===== config.mk =====
export PLATFORM = sky130hd
export DESIGN_NAME = mem_ctrl_flat
export DESIGN_NICKNAME = d
export VERILOG_FILES = /design/src/rtl/mem_ctrl_pkg.sv /design/src/rtl/mem_ctrl_if.sv /design/src/rtl/mem_ctrl.sv /design/src/flat_wrapper.sv
export SDC_FILE = /design/constraint.sdc
export NUM_CORES = 1
export LEC_CHECK = 0
export CELL_PAD_IN_SITES_DETAIL_PLACEMENT = 1
export CELL_PAD_IN_SITES_GLOBAL_PLACEMENT = 1
export CORE_MARGIN = 4
export CORE_UTILIZATION = 34
export DETAILED_ROUTE_END_ITERATION = 12
export MAX_ROUTING_LAYER = met4
export PLACE_DENSITY = 0.83
export REMOVE_ABC_BUFFERS = 1
export SLEW_MARGIN = 0
export SYNTH_ARGS = -nofsm -noshare
export SYNTH_HDL_FRONTEND = slang
export SYNTH_SLANG_ARGS = --single-unit

===== constraint.sdc =====
create_clock -name clk -period 4.18 [get_ports clk]
set_input_delay 0.836 -clock clk [delete_from_list [all_inputs] [get_ports clk]]
set_output_delay 0.836 -clock clk [all_outputs]
set_load 0.03 [all_outputs]

===== src/rtl/mem_ctrl_pkg.sv =====
// Shared codes for mem_ctrl: request codes, RAM owner codes, IF fetch FSM states.
package mem_ctrl_pkg;

  typedef enum logic [1:0] {
    REQ_NONE  = 2'b00,
    REQ_LOAD  = 2'b01,
    REQ_STORE = 2'b10
  } req_e;

  typedef enum logic [1:0] {
    OWN_NONE = 2'b00,
    OWN_IF   = 2'b01,
    OWN_MEM  = 2'b10
  } own_e;

  typedef enum logic [1:0] {
    S_IDLE  = 2'b00,
    S_FETCH = 2'b01,
    S_DONE  = 2'b10
  } if_state_e;

  localparam logic [2:0] INST_BYTES = 3'd4;

endpackage


===== src/rtl/mem_ctrl_if.sv =====
// IF fetch, MEM byte access and RAM-side signals of mem_ctrl.
interface mem_ctrl_if;
  logic        if_request;
  logic [31:0] if_addr;
  logic        if_flush;
  logic [31:0] inst_o;
  logic        inst_valid;
  logic [1:0]  mem_request;
  logic [31:0] mem_addr;
  logic [7:0]  mem_data_i;
  logic [7:0]  mem_data_o;
  logic [1:0]  if_or_mem;
  logic [31:0] ram_addr;
  logic [7:0]  ram_dout;
  logic        ram_wr;
  logic [7:0]  ram_din;

  // slave: the controller; master: the IF/MEM stages and the RAM around it
  modport slave (
    input  if_request, if_addr, if_flush, mem_request, mem_addr, mem_data_i, ram_din,
    output inst_o, inst_valid, mem_data_o, if_or_mem, ram_addr, ram_dout, ram_wr
  );
  modport master (
    output if_request, if_addr, if_flush, mem_request, mem_addr, mem_data_i, ram_din,
    input  inst_o, inst_valid, mem_data_o, if_or_mem, ram_addr, ram_dout, ram_wr
  );
endinterface


===== src/rtl/mem_ctrl.sv =====
// Arbitrates a byte-wide single-port RAM between MEM (priority) and a 4-byte IF fetch.
// Optional MEM_CTRL_FLUSH_EN: if_flush aborts an in-progress fetch.
module mem_ctrl
  import mem_ctrl_pkg::*;
(
  input logic      clk,
  input logic      rst,
  mem_ctrl_if.slave bus
);

  if_state_e   state, state_nx;
  own_e        owner_q, owner_nx;
  logic [31:0] base;
  logic [2:0]  issue_cnt, recv_cnt;
  logic [31:0] buf_q;
  logic [31:0] inst_q;
  logic        mem_act, issue, capture, flush;

`ifdef MEM_CTRL_FLUSH_EN
  assign flush = bus.if_flush;
`else
  logic unused_flush;
  assign unused_flush = bus.if_flush;
  assign flush        = 1'b0;
`endif

  assign mem_act = (bus.mem_request != REQ_NONE);
  assign issue   = (state == S_FETCH) && !mem_act && (issue_cnt < INST_BYTES);
  // A byte returning after a flush or reset lands while not in FETCH, so it is dropped.
  assign capture = (state == S_FETCH) && (owner_q == OWN_IF);

  always_comb begin
    bus.ram_addr = 32'd0;
    bus.ram_wr   = 1'b0;
    bus.ram_dout = 8'd0;
    owner_nx     = OWN_NONE;
    if (mem_act) begin
      bus.ram_addr = bus.mem_addr;
      bus.ram_wr   = (bus.mem_request == REQ_STORE);
      bus.ram_dout = bus.mem_data_i;
      owner_nx     = OWN_MEM;
    end else if (issue) begin
      bus.ram_addr = base + {29'd0, issue_cnt};
      owner_nx     = OWN_IF;
    end
  end

  always_comb begin
    state_nx = state;
    case (state)
      S_IDLE:  if (bus.if_request) state_nx = S_FETCH;
      S_FETCH: if (capture && recv_cnt == INST_BYTES - 3'd1) state_nx = S_DONE;
      S_DONE:  state_nx = S_IDLE;
      default: state_nx = S_IDLE;
    endcase
    if (flush) state_nx = S_IDLE;
  end

  always_ff @(posedge clk) begin
    if (rst) begin
      state     <= S_IDLE;
      owner_q   <= OWN_NONE;
      base      <= 32'd0;
      issue_cnt <= 3'd0;
      recv_cnt  <= 3'd0;
      buf_q     <= 32'd0;
      inst_q    <= 32'd0;
    end else begin
      state   <= state_nx;
      owner_q <= owner_nx;
      if (flush) begin
        issue_cnt <= 3'd0;
        recv_cnt  <= 3'd0;
      end else begin
        if (state == S_IDLE && bus.if_request) begin
          base      <= bus.if_addr;
          issue_cnt <= 3'd0;
          recv_cnt  <= 3'd0;
        end
        if (issue) issue_cnt <= issue_cnt + 3'd1;
        if (capture) begin
          buf_q[{recv_cnt[1:0], 3'b000} +: 8] <= bus.ram_din;
          recv_cnt <= recv_cnt + 3'd1;
          // Last byte goes straight into the output word so inst_o is ready in DONE.
          if (recv_cnt == INST_BYTES - 3'd1) inst_q <= {bus.ram_din, buf_q[23:0]};
        end
      end
    end
  end

  assign bus.inst_o     = inst_q;
  assign bus.inst_valid = (state == S_DONE);
  assign bus.mem_data_o = bus.ram_din;
  assign bus.if_or_mem  = owner_q;

endmodule


===== src/flat_wrapper.sv =====
// flat-port wrapper written by rule: the top's interface ports become plain ports
module mem_ctrl_flat import mem_ctrl_pkg::*;
  (clk, rst, bus_if_request, bus_if_addr, bus_if_flush, bus_mem_request, bus_mem_addr, bus_mem_data_i, bus_ram_din, bus_inst_o, bus_inst_valid, bus_mem_data_o, bus_if_or_mem, bus_ram_addr, bus_ram_dout, bus_ram_wr);
  mem_ctrl_if bus_i ();
  input logic clk;
  input logic rst;
  input wire logic [$bits(bus_i.if_request)-1:0] bus_if_request;
  input wire logic [$bits(bus_i.if_addr)-1:0] bus_if_addr;
  input wire logic [$bits(bus_i.if_flush)-1:0] bus_if_flush;
  input wire logic [$bits(bus_i.mem_request)-1:0] bus_mem_request;
  input wire logic [$bits(bus_i.mem_addr)-1:0] bus_mem_addr;
  input wire logic [$bits(bus_i.mem_data_i)-1:0] bus_mem_data_i;
  input wire logic [$bits(bus_i.ram_din)-1:0] bus_ram_din;
  output wire logic [$bits(bus_i.inst_o)-1:0] bus_inst_o;
  output wire logic [$bits(bus_i.inst_valid)-1:0] bus_inst_valid;
  output wire logic [$bits(bus_i.mem_data_o)-1:0] bus_mem_data_o;
  output wire logic [$bits(bus_i.if_or_mem)-1:0] bus_if_or_mem;
  output wire logic [$bits(bus_i.ram_addr)-1:0] bus_ram_addr;
  output wire logic [$bits(bus_i.ram_dout)-1:0] bus_ram_dout;
  output wire logic [$bits(bus_i.ram_wr)-1:0] bus_ram_wr;
  assign bus_i.if_request = bus_if_request;
  assign bus_i.if_addr = bus_if_addr;
  assign bus_i.if_flush = bus_if_flush;
  assign bus_i.mem_request = bus_mem_request;
  assign bus_i.mem_addr = bus_mem_addr;
  assign bus_i.mem_data_i = bus_mem_data_i;
  assign bus_i.ram_din = bus_ram_din;
  assign bus_inst_o = bus_i.inst_o;
  assign bus_inst_valid = bus_i.inst_valid;
  assign bus_mem_data_o = bus_i.mem_data_o;
  assign bus_if_or_mem = bus_i.if_or_mem;
  assign bus_ram_addr = bus_i.ram_addr;
  assign bus_ram_dout = bus_i.ram_dout;
  assign bus_ram_wr = bus_i.ram_wr;
  mem_ctrl u_core (.clk(clk), .rst(rst), .bus(bus_i));
endmodule

==> impl_metrics.py, run 1 <==
metrics = {
    "outcome": {
        "outcome": "complete, no violations",
    },
    "layout": {
        "post_layout_nonfiller_instances": 949,
        "synthToLayoutAreaGrowth_pct": 43.5,
        "num-nets-final": 864,
        "finish.utilization": 0.502,
        "post_route_cells_drive_above_1_share": 0.0479,
    },
    "detailed_routing": {
        "route.detailed.drc": 0,
        "drtAntennaViolNets": 0,
        "routed-via-count": 4757,
        "routed_wl_mm": 15.8,
        "drt-initial-drc-count": 180,
        "post_drt_wl_per_cell_um": 16.6,
        "routed_via_density": 5.01,
        "number_of_optimization_iterations_in_the_first_detailed_route_pass": 4,
    },
    "clocking": {
        "h-tree-depth": 3,
        "cts_tree": "built",
        "clkSlewWorstSetupHoldPaths_ps": 80,
        "clock_path_buffers": 2,
        "inserted_clock_buffers": 9,
        "ctsRootBufferMaster": "sky130_fd_sc_hd__clkbuf_16",
        "worst_skew_pair_later_pin_latency_ps": 340,
        "numClockSinks": 98,
    },
    "global_route": {
        "groute.layer.met2.usage": 0.339,
        "grt_usage": 0.204,
        "global_route.overflow_total": 0,
        "grt_util_met3": 0.0542,
        "grt_antenna_before_repair": 1,
        "grt.met1_usage": 0.252,
        "grt_pass1_wl_mm": 25.7,
        "largest_net_degree_at_the_start_of_global_routing": 67,
        "busiest_layer": "met2",
        "grt_pass1_vias": 4878,
    },
    "min_path": {
        "hold_path.class": "flop to flop",
    },
    "yosys": {
        "synth_compound_gate_area_share": 0.156,
        "post_synth_and_or_nand_nor_area_fraction": 0.289,
        "synth.most_common_cell": "sky130_fd_sc_hd__nand2_1",
        "netlist_top_cells_count": "sky130_fd_sc_hd__nand2_1 (198), sky130_fd_sc_hd__dfxtp_1 (98), sky130_fd_sc_hd__a21oi_1 (94)",
        "synth_edf_count": 0,
        "synth_top_cells_by_area": "sky130_fd_sc_hd__dfxtp_1 (42%), sky130_fd_sc_hd__nand2_1 (16%), sky130_fd_sc_hd__a21oi_1 (10%), sky130_fd_sc_hd__nand3_1 (4.2%), sky130_fd_sc_hd__xor2_1 (3.9%)",
        "cell_count_after_synthesis": 627,
        "synth.avg_cell_area_um2": 7.45,
        "synthDistinctLibCells": 38,
        "yosysTopAreaCellShare": 0.420,
        "ys_seq_area_frac": 0.420,
        "synth_xor_xnor_area_share": 0.0525,
        "synth_adder_area_share": 0.0311,
        "flip_flop_and_latch_count_after_synthesis": 98,
        "yosys.area.top_type": "sky130_fd_sc_hd__dfxtp_1",
        "synthesis.area_mm2": 0.00467,
        "synth_top_family_by_area": "simple AND/OR/NAND/NOR gates",
        "multiplexer_share_of_the_synthesized_area": 0,
        "synth.yosys.warnings": 0,
        "share_of_synthesized_flip_flops_with_an_asynchronous_set_or_reset": 0,
        "synthFlopType": "sky130_fd_sc_hd__dfxtp_1",
    },
    "power_and_ir_drop": {
        "vdd_ir_drop_max_v": 0.000161,
        "power.static_leakage_uw": 0.00236,
        "power.density_cell_area_mw_per_mm2": 324,
        "total_power_uw": 2180,
    },
    "worst_setup_path": {
        "slowest_stage": "sky130_fd_sc_hd__clkdlybuf4s50_1",
        "worstSetupPathType": "flop to output port",
        "required_ps": 3340,
        "startpoint": "u_core.issue_cnt[0]",
        "worst_setup_ep": "bus_ram_addr[10]",
        "rr_worst_depth": 5,
        "r2r_slack_ps": 1500,
        "startpoint_type": "flop",
        "critical_path.reg2reg.endpoint": "u_core.bus.inst_o[30]",
        "timing.critical_path.cells": "ha_1 > inv_1 > fa_1 > nand2b_1 > a2111oi_1 > xnor2_1 > o21ai_0 > clkdlybuf4s50_1",
        "crit_path_max_incr_delay_ps": 710,
        "maximum_fanout_count_along_the_critical_path": 5,
        "worstPathArrival_ps": 3180,
        "critical_path.reg2reg.startpoint": "u_core.state[1]",
        "timing.critical_path.to_type": "output port",
    },
    "placement": {
        "port-buffer-count": 168,
        "dp.cells": 932,
        "finalWeightedCongestion": 0.909,
        "detailedPlacementHpwl_mm": 11.7,
    },
    "timing": {
        "timing.max_slew.rel_slack": 0.186,
        "finalClockSkew_ps": 9.32,
        "fin_tns_setup_ps": 0,
        "fmax_mhz": 249,
        "rsz0062_at_grt": "false",
        "final_max_slew_viol_count": 0,
        "setup_viol": 0,
        "hold_viol": 0,
        "worst_margin_slew_ps": 1220,
        "layout_worst_path_cycle_share": 0.960,
        "final_period_minus_worst_setup_slack_ps": 4010,
    },
    "floorplanning": {
        "pin_count": 170,
        "effective_utilization_at_floorplan": 0.350,
        "die_height_um": 125,
        "dieArea_mm2": 0.0157,
        "number_of_placement_rows": 42,
        "core-area_mm2": 0.0133,
        "die_w_um": 125,
    },
    "flow_run": {
        "maxCapViolations": 0,
    },
}
## logic make-up after synthesis
family / after synthesis
buffers and inverters: 55
flip-flops: 98
adder cells (fa/ha/maj): 11
AO/OA/AOI/OAI: 134
XOR/XNOR: 28
AND/OR/NAND/NOR: 301
## placed cells by master (no fill, tap or decap), types with 5 or more instances in the layout
| cell | Yosys | layout |
|---|---|---|
| sky130_fd_sc_hd__a21oi_1 | 94 | 94 |
| sky130_fd_sc_hd__o21ai_1 | 8 | 8 |
| sky130_fd_sc_hd__and2_1 | 15 | 15 |
| sky130_fd_sc_hd__nand2b_1 | 6 | 6 |
| sky130_fd_sc_hd__nor3_1 | 5 | 5 |
| sky130_fd_sc_hd__nor2_1 | 12 | 12 |
| sky130_fd_sc_hd__dlygate4sd2_1 | 0 | 7 |
| sky130_fd_sc_hd__dfxtp_1 | 98 | 98 |
| sky130_fd_sc_hd__clkdlybuf4s50_1 | 0 | 152 |
| sky130_fd_sc_hd__xnor2_1 | 7 | 7 |
| sky130_fd_sc_hd__xor2_1 | 21 | 21 |
| sky130_fd_sc_hd__inv_1 | 9 | 9 |
| sky130_fd_sc_hd__buf_4 | 8 | 14 |
| sky130_fd_sc_hd__o21ai_0 | 20 | 20 |
| sky130_fd_sc_hd__ha_1 | 10 | 10 |
| sky130_fd_sc_hd__nand4_1 | 11 | 11 |
| sky130_fd_sc_hd__clkbuf_16 | 0 | 9 |
| sky130_fd_sc_hd__nand2_1 | 198 | 198 |
| sky130_fd_sc_hd__nand3_1 | 39 | 39 |
## timing repair
action                     in CTS  in global routing
setup endpoints to repair       7                  2
hold buffers                    0                  0
gates resized for setup         7                  2
buffers inserted                0                  0
cloned                          0                  0
## area by class of cell
cell class / count / area, um^2
Inverter: 9 / 33.8
Tap cell: 176 / 220
Fill cell: 1641 / 6640
Clock inverter: 7 / 86.3
Sequential cell: 98 / 1960
Clock buffer: 9 / 225
Antenna cell: 1 / 2.50
Multi-Input combinational cell: 474 / 2470
Timing Repair Buffer: 175 / 1710
## state kept, by name, summed over array words and instances, names as in the netlist
signal                count
u_core.buf_q             24
u_core.bus.inst_o        32
u_core.recv_cnt           3
u_core.bus.if_or_mem      2
u_core.base              32
u_core.issue_cnt          3
u_core.state              2
## worst min path at each step
stage | cells past startpoint | end | slack (ps) | from
finish | 2 | u_core.buf_q[2] | 460 | u_core.buf_q[2]
global route | 2 | u_core.buf_q[2] | 470 | u_core.buf_q[2]
CTS | 2 | u_core.buf_q[20] | 460 | u_core.buf_q[20]
detailed placement | 2 | u_core.buf_q[20] | 450 | u_core.buf_q[20]
global placement | 2 | u_core.bus.inst_o[2] | 440 | u_core.buf_q[2]
floorplan | 2 | u_core.buf_q[0] | 430 | u_core.buf_q[0]
## per-stage QoR
stage / hold WS, ps / setup slack, ps / cell area, um^2
4_1_cts: 457 / 70.9 / 6700
2_1_floorplan: 426 / 415 / 4460
3_3_place_gp: 438 / 248 / 6400
5_1_grt: 472 / 17.9 / 6710
3_5_place_dp: 447 / 211 / 6400
6_report: 457 / 168 / 6710
## power breakdown
group	leakage, uW	total (uW)	internal, uW	switching [uW]
logic	0.00142	327	152	175
registers	0.000795	976	953	23.6
clock network	0.000150	872	477	394
## layer usage
layer  wire length (um)  vias up  share of wire
met4                123        0         0.0078
met2               7530      147           0.48
met5                  0        -              0
li1                   -     2360              -
met1               7140     2235           0.45
met3                973       15          0.062
## critical path: cells and delay by family, from the launching register on
family | cells | cell delay (ps)
buffers and inverters | 2 | 780
AO/OA/AOI/OAI | 2 | 680
adder cells (fa/ha/maj) | 2 | 610
flip-flops | 1 | 380
AND/OR/NAND/NOR | 1 | 260
XOR/XNOR | 1 | 130
Power figures use the tool's default switching activity.
==> run 2: changes to the inputs <==
==> constraint.sdc (replaced) <==
create_clock -name clk -period 4.18 [get_ports clk]
set_input_delay 0.836 -clock clk [delete_from_list [all_inputs] [get_ports clk]]
set_output_delay 0.836 -clock clk [all_outputs]
set_load 0.05 [all_outputs]
==> run 2 against run 1 <==
  * Combinational power grew 23%
  * Non-clock buffer count is the same
  * Global-route usage grew 0.88 points
  * Die area is the same
  * Cell count shrank 0.32%
  * Hold slack is essentially flat
  * Sequential power is essentially flat
  * Count of clock-buffer cells in the layout grew 1
  * Setup slack gained 39 ps
  * Critical endpoint is now bus_ram_addr[26]
  * Largest cell class unchanged
==> impl_metrics.py, run 2 (synthesized netlist as in run 1, its figures left out) <==
metrics = {
    "outcome": {
        "outcome": "complete, no violations",
    },
    "placement": {
        "dpl-instance-area_mm2": 0.00649,
        "finalWeightedCongestion": 0.894,
        "port-buffer-count": 168,
        "preCtsSetupSlack_ps": 518,
        "detailedPlacementHpwl_mm": 12.0,
    },
    "detailed_routing": {
        "routed_wl_mm": 16.1,
        "drtAntennaViolNets": 0,
        "post_drt_wl_per_cell_um": 17.1,
        "routed_via_density": 5.08,
        "number_of_optimization_iterations_in_the_first_detailed_route_pass": 4,
        "routed-via-count": 4805,
        "drt-initial-drc-count": 247,
        "route.detailed.drc": 0,
    },
    "global_route": {
        "groute.layer.met2.usage": 0.353,
        "busiest_layer": "met2",
        "grt.met1_usage": 0.264,
        "grt_pass1_wl_mm": 26.6,
        "global_route.overflow_total": 0,
        "largest_net_degree_at_the_start_of_global_routing": 65,
        "grt_usage": 0.213,
        "grt_antenna_before_repair": 0,
        "grt_util_met3": 0.0465,
        "grt_pass1_vias": 5122,
    },
    "layout": {
        "commonest_cells_after_routing_fill_and_taps_aside": "sky130_fd_sc_hd__nand2_1 (198), sky130_fd_sc_hd__clkdlybuf4s50_1 (127), sky130_fd_sc_hd__dfxtp_1 (98), sky130_fd_sc_hd__a21oi_1 (94), sky130_fd_sc_hd__nand3_1 (39)",
        "layout.cells.most_common": "sky130_fd_sc_hd__nand2_1",
        "num-fill-cells": 1640,
        "post_route_cells_drive_above_1_share": 0.0883,
        "stdcell_area_mm2": 0.00678,
        "area.sequential_mm2": 0.00196,
        "diodes_inserted": 0,
        "synthToLayoutAreaGrowth_pct": 45.1,
        "num-nets-final": 864,
        "multi_input_area_mm2": 0.00247,
    },
    "min_path": {
        "worstHoldPathCells": 2,
        "hold_path.class": "flop to flop",
    },
    "worst_setup_path": {
        "required_ps": 3340,
        "maximum_fanout_count_along_the_critical_path": 10,
        "startpoint_type": "flop",
        "timing.critical_path.cells": "ha_1 > inv_1 > fa_1 > nand2b_1 > a2111oi_4 > nand4_1 > xor2_1 > o21ai_1 > buf_4",
        "worstSetupPathType": "flop to output port",
        "worstPathArrival_ps": 3140,
        "timing.critical_path.to_type": "output port",
        "crit_path_max_incr_delay_ps": 730,
        "rr_worst_depth": 5,
        "slowest_stage": "sky130_fd_sc_hd__a2111oi_4",
    },
    "timing": {
        "hold-worst-slack_ps": 457,
        "fin_tns_setup_ps": 0,
        "timing.max_slew.rel_slack": 0.164,
        "hold_viol": 0,
        "finalClockSkew_ps": 5.58,
        "rsz0062_at_grt": "false",
        "worst_margin_slew_ps": 1250,
        "fmax_mhz": 252,
        "final_max_slew_viol_count": 0,
        "layout_worst_path_cycle_share": 0.950,
        "setup_ws_ps": 207,
        "setup_viol": 0,
        "final_period_minus_worst_setup_slack_ps": 3970,
    },
    "floorplanning": {
        "die_height_um": 125,
        "pin_count": 170,
        "dieArea_mm2": 0.0157,
        "effective_utilization_at_floorplan": 0.350,
        "die_w_um": 125,
        "core-area_mm2": 0.0133,
        "number_of_placement_rows": 42,
    },
    "flow_run": {
        "maxCapViolations": 0,
    },
    "clocking": {
        "worst_skew_pair_later_pin_latency_ps": 340,
        "inserted_clock_buffers": 9,
        "h-tree-depth": 3,
        "clock_path_buffers": 2,
        "numClockSinks": 98,
        "postCtsSetupRepairBufs": 0,
        "clkSlewWorstSetupHoldPaths_ps": 70,
        "cts_tree": "built",
        "ctsRootBufferMaster": "sky130_fd_sc_hd__clkbuf_16",
        "cts_hold_repair.buffers": 0,
    },
    "power_and_ir_drop": {
        "power.static_leakage_uw": 0.00242,
        "power.density_cell_area_mw_per_mm2": 326,
        "total_power_uw": 2210,
        "vdd_ir_drop_max_v": 0.000230,
    },
}
run 2: changes by cell type in the layout (fill, tap and decap cells not counted):
cell,delta
sky130_fd_sc_hd__dlygate4sd2_1,-7
sky130_fd_sc_hd__a2111oi_0,+1
sky130_fd_sc_hd__diode_2,-1
sky130_fd_sc_hd__dlymetal6s2s_1,-1
sky130_fd_sc_hd__clkbuf_8,+1
sky130_fd_sc_hd__buf_4,+19
sky130_fd_sc_hd__clkinv_4,-1
sky130_fd_sc_hd__clkinvlp_4,+1
sky130_fd_sc_hd__a2111oi_1,-1
sky130_fd_sc_hd__buf_12,+14
sky130_fd_sc_hd__inv_8,-2
sky130_fd_sc_hd__inv_6,-1
sky130_fd_sc_hd__clkdlybuf4s50_1,-25
run 2: per-layer routing:
| layer | vias to the layer above | wire length (um) |
|---|---|---|
| met4 | 0 | 246 |
| met2 | 161 | 7770 |
| met5 | - | 0 |
| met3 | 18 | 863 |
| met1 | 2269 | 7260 |
| li1 | 2357 | - |
run 2: layout make-up:
cell class / count / area share
well taps: 176 / 0.0325
repair buffers: 175 / 0.266
multi-input cells: 474 / 0.364
inverters: 9 / 0.00498
clock buffers: 10 / 0.0352
clock inverters: 4 / 0.00793
flip-flops and latches: 98 / 0.289
run 2: worst paths after layout:
kind | start | endpoint | slack [ps]
hold / removal | u_core.buf_q[5] | u_core.buf_q[5] | 460
setup / recovery | u_core.issue_cnt[0] | bus_ram_addr[26] | 210
setup reg to reg | u_core.state[1] | u_core.bus.inst_o[12] | 1530
hold reg to reg | u_core.buf_q[5] | u_core.buf_q[5] | 460
run 2: metrics by stage:
step                       util  cells
after floorplan               -    581
after global placement    0.486    932
after detailed placement  0.486    932
after CTS                 0.508    946
after global routing      0.508    946
final                     0.508    946
run 2: where the power goes:
group	internal, uW	switching [uW]
clock	475	359
sequential	953	23.7
combinational	171	231
run 2: worst max-delay path, delay by kind of cell, from the launching register on:
kind,cells,cell delay [ps]
xor+xnor,1,190
flops,1,370
compound gates,2,870
fa+ha+maj,2,610
buf+inv,2,290
simple gates,2,470
run 2: timing repair:
action                                  4_1_cts  5_1_grt
endpoints found under the hold margin         0        0
resized for setup                             0        0
endpoints found under the setup margin        0        6
==> run 3: changes to the inputs <==
--- a/config.mk
+++ b/config.mk
@@ -5,13 +5,15 @@
 export SDC_FILE = /design/constraint.sdc
 export NUM_CORES = 1
 export LEC_CHECK = 0
+export ABC_AREA = 1
 export CELL_PAD_IN_SITES_DETAIL_PLACEMENT = 1
 export CELL_PAD_IN_SITES_GLOBAL_PLACEMENT = 1
 export CORE_MARGIN = 4
 export CORE_UTILIZATION = 34
 export DETAILED_ROUTE_END_ITERATION = 12
+export GPL_TIMING_DRIVEN = 0
 export MAX_ROUTING_LAYER = met4
-export PLACE_DENSITY = 0.83
+export PLACE_DENSITY = 0.82
 export REMOVE_ABC_BUFFERS = 1
 export SLEW_MARGIN = 0
 export SYNTH_ARGS = -nofsm -noshare
==> run 3 against run 2 <==
  * Design area grew 5.3%
  * Global-route usage shrank 0.61 points
  * Utilization shrank 2.4 points
  * Wire length grew 7.9%
  * Setup slack lost 11 ps
  * Count of clock-buffer cells in the layout grew 1
  * Critical path depth shrank 2
  * Area after synthesis grew 11%
==> impl_metrics.py, run 3 <==
metrics = {
    "outcome": {
        "outcome": "complete, no violations",
    },
    "placement": {
        "detailedPlacementHpwl_mm": 12.9,
        "finalWeightedCongestion": 0.848,
        "port-buffer-count": 168,
        "dpl-instance-area_mm2": 0.00687,
    },
    "floorplanning": {
        "dieArea_mm2": 0.0173,
        "die_w_um": 132,
        "number_of_placement_rows": 44,
        "pin_count": 170,
        "die_height_um": 132,
        "effective_utilization_at_floorplan": 0.353,
        "core-area_mm2": 0.0148,
    },
    "yosys": {
        "synth_top_family_by_area": "simple AND/OR/NAND/NOR gates",
        "cell_count_after_synthesis": 789,
        "netlist_top_cells_count": "sky130_fd_sc_hd__nand2_1 (221), sky130_fd_sc_hd__nor2_1 (111), sky130_fd_sc_hd__dfxtp_1 (98)",
        "multiplexer_share_of_the_synthesized_area": 0,
        "synthesis.area_mm2": 0.00520,
        "synth_compound_gate_area_share": 0.129,
        "synth.yosys.warnings": 0,
        "synth_adder_area_share": 0.0279,
        "yosys.area.top_type": "sky130_fd_sc_hd__dfxtp_1",
        "synthFlopType": "sky130_fd_sc_hd__dfxtp_1",
        "flip_flop_and_latch_count_after_synthesis": 98,
        "ys_seq_area_frac": 0.377,
        "synth_xor_xnor_area_share": 0.00168,
        "synth.most_common_cell": "sky130_fd_sc_hd__nand2_1",
        "post_synth_and_or_nand_nor_area_fraction": 0.370,
        "yosysTopAreaCellShare": 0.377,
        "synth.avg_cell_area_um2": 6.59,
        "synth_edf_count": 0,
        "synth_top_cells_by_area": "sky130_fd_sc_hd__dfxtp_1 (38%), sky130_fd_sc_hd__nand2_1 (16%), sky130_fd_sc_hd__nand3_1 (8.5%), sky130_fd_sc_hd__nor2_1 (8.0%), sky130_fd_sc_hd__a21oi_1 (7.6%)",
        "share_of_synthesized_flip_flops_with_an_asynchronous_set_or_reset": 0,
        "synthDistinctLibCells": 32,
    },
    "worst_setup_path": {
        "startpoint_type": "input pin",
        "maximum_fanout_count_along_the_critical_path": 33,
        "r2r_slack_ps": 1630,
        "critical_path.reg2reg.endpoint": "u_core.bus.inst_o[5]",
        "worstSetupPathType": "input pin to output port",
        "required_ps": 3340,
        "timing.critical_path.to_type": "output port",
        "worstPathArrival_ps": 3150,
        "rr_worst_depth": 5,
        "critical_path.reg2reg.startpoint": "u_core.recv_cnt[0]",
    },
    "layout": {
        "post_route_cells_drive_above_1_share": 0.0495,
        "layout.cells.most_common": "sky130_fd_sc_hd__nand2_1",
        "stdcell_area_mm2": 0.00714,
        "num-fill-cells": 1931,
        "synthToLayoutAreaGrowth_pct": 37.3,
        "num-nets-final": 1022,
        "commonest_cells_after_routing_fill_and_taps_aside": "sky130_fd_sc_hd__nand2_1 (221), sky130_fd_sc_hd__clkdlybuf4s50_1 (137), sky130_fd_sc_hd__nor2_1 (111), sky130_fd_sc_hd__dfxtp_1 (98), sky130_fd_sc_hd__nand3_1 (87)",
    },
    "global_route": {
        "grt_pass1_vias": 5644,
        "grt_usage": 0.207,
        "grt_antenna_before_repair": 1,
        "grt_pass1_wl_mm": 28.8,
        "global_route.overflow_total": 0,
        "largest_net_degree_at_the_start_of_global_routing": 65,
    },
    "detailed_routing": {
        "number_of_optimization_iterations_in_the_first_detailed_route_pass": 4,
        "post_drt_wl_per_cell_um": 15.6,
        "routed_via_density": 4.97,
        "routed-via-count": 5544,
        "route.detailed.drc": 0,
        "routed_wl_mm": 17.4,
        "drt-initial-drc-count": 289,
        "drtAntennaViolNets": 0,
    },
    "power_and_ir_drop": {
        "power.density_cell_area_mw_per_mm2": 317,
        "power.static_leakage_uw": 0.00277,
        "vdd_ir_drop_max_v": 0.000241,
        "total_power_uw": 2260,
    },
    "clocking": {
        "clkSlewWorstSetupHoldPaths_ps": 70,
        "postCtsSetupRepairBufs": 0,
        "cts_resized": 35,
        "cts_hold_repair.buffers": 0,
        "inserted_clock_buffers": 9,
        "numClockSinks": 98,
        "worst_skew_pair_later_pin_latency_ps": 350,
        "cts_tree": "built",
        "clock_path_buffers": 2,
        "h-tree-depth": 3,
        "ctsRootBufferMaster": "sky130_fd_sc_hd__clkbuf_16",
    },
    "flow_run": {
        "maxCapViolations": 0,
    },
    "min_path": {
        "worstHoldPathCells": 2,
        "timing.hold.worst.start": "u_core.bus.inst_o[13]",
        "hold_path.class": "flop to flop",
        "whs_endpoint": "u_core.bus.inst_o[13]",
    },
    "timing": {
        "rsz0062_at_grt": "false",
        "final_period_minus_worst_setup_slack_ps": 3980,
        "finalClockSkew_ps": 7.06,
        "worst_margin_slew_ps": 1340,
        "fmax_mhz": 251,
        "timing.max_slew.rel_slack": 0.108,
        "fin_tns_setup_ps": 0,
        "final_max_slew_viol_count": 0,
        "hold_viol": 0,
        "layout_worst_path_cycle_share": 0.953,
        "setup_viol": 0,
    },
}
==> run 3: changes by cell type after synthesis, moves of 11 or more <==
cell and delta:
sky130_fd_sc_hd__buf_6 +11, sky130_fd_sc_hd__nor2_1 +99, sky130_fd_sc_hd__a21oi_1 -15, sky130_fd_sc_hd__o21ai_0 +27, sky130_fd_sc_hd__nand3_1 +49, sky130_fd_sc_hd__xor2_1 -20, sky130_fd_sc_hd__nand2_1 +23, sky130_fd_sc_hd__inv_1 +41
sky130_fd_sc_hd__and2_1 -13
==> run 3: cells by family (layout without fill, tap and decap cells) <==
family | Yosys count | after routing
and+or+nand+nor | 449 | 449
AOI/OAI and AO/OA | 131 | 131
buffers and inverters | 99 | 240
DFF | 98 | 98
adders and majority gates | 11 | 11
xor gates and xnor gates | 1 | 1
other | 0 | 1
==> run 3: worst max path at each step <==
stage,from,endpoint,slack [ps],cells after the start
2_1_floorplan,bus_mem_request[1],bus_ram_addr[12],530,7
3_3_place_gp,rst,u_core.base[7],-720,4
3_5_place_dp,bus_mem_request[1],bus_ram_addr[12],-340,9
4_1_cts,bus_mem_request[1],bus_ram_addr[7],1,9
5_1_grt,bus_mem_request[1],bus_ram_addr[12],60,9
6_report,bus_mem_request[1],bus_ram_addr[8],200,7
==> run 3: critical path, stage by stage <==
cell and delay, ps:
sky130_fd_sc_hd__clkdlybuf4s50_1 460, sky130_fd_sc_hd__nor2_4 280, sky130_fd_sc_hd__inv_4 200, sky130_fd_sc_hd__nor2_2 170, sky130_fd_sc_hd__nand2_4 150, sky130_fd_sc_hd__o21ai_0 210
sky130_fd_sc_hd__clkdlybuf4s50_1 830
==> run 3: report_power, final <==
group          switching [uW]  total [uW]  internal (uW)
Combinational             245         398            154
Clock                     384         870            486
Sequential               31.9         993            962
==> run 3: final cells by class <==
cell class | instances | area (um^2) | area share
multi-input combinational | 592 | 2750 | 0.386
antenna | 1 | 2.50 | 0.000351
inverter | 54 | 210 | 0.0294
sequential | 98 | 1960 | 0.275
clock buffer | 11 | 243 | 0.0340
clock inverter | 5 | 61.3 | 0.00859
timing repair buffer | 170 | 1680 | 0.235
tap | 184 | 230 | 0.0322
==> run 3: through the flow <==
step,setup slack [ps],hold slack [ps],util,instances
floorplan,530,435,-,744
global placement,-724,450,0.463,1096
detailed placement,-337,454,0.466,1098
CTS,1.29,464,0.484,1114
global route,61.3,483,0.484,1115
finish,196,461,0.484,1115
==> run 3: routing by layer <==
layer | track usage | up-vias | part of all wire
met2 | 0.360 | 124 | 0.49
met3 | 0.0485 | 11 | 0.042
met4 | 0.0385 | 0 | 0.0095
met5 | - | - | 0
met1 | 0.247 | 2591 | 0.46
li1 | - | 2818 | -
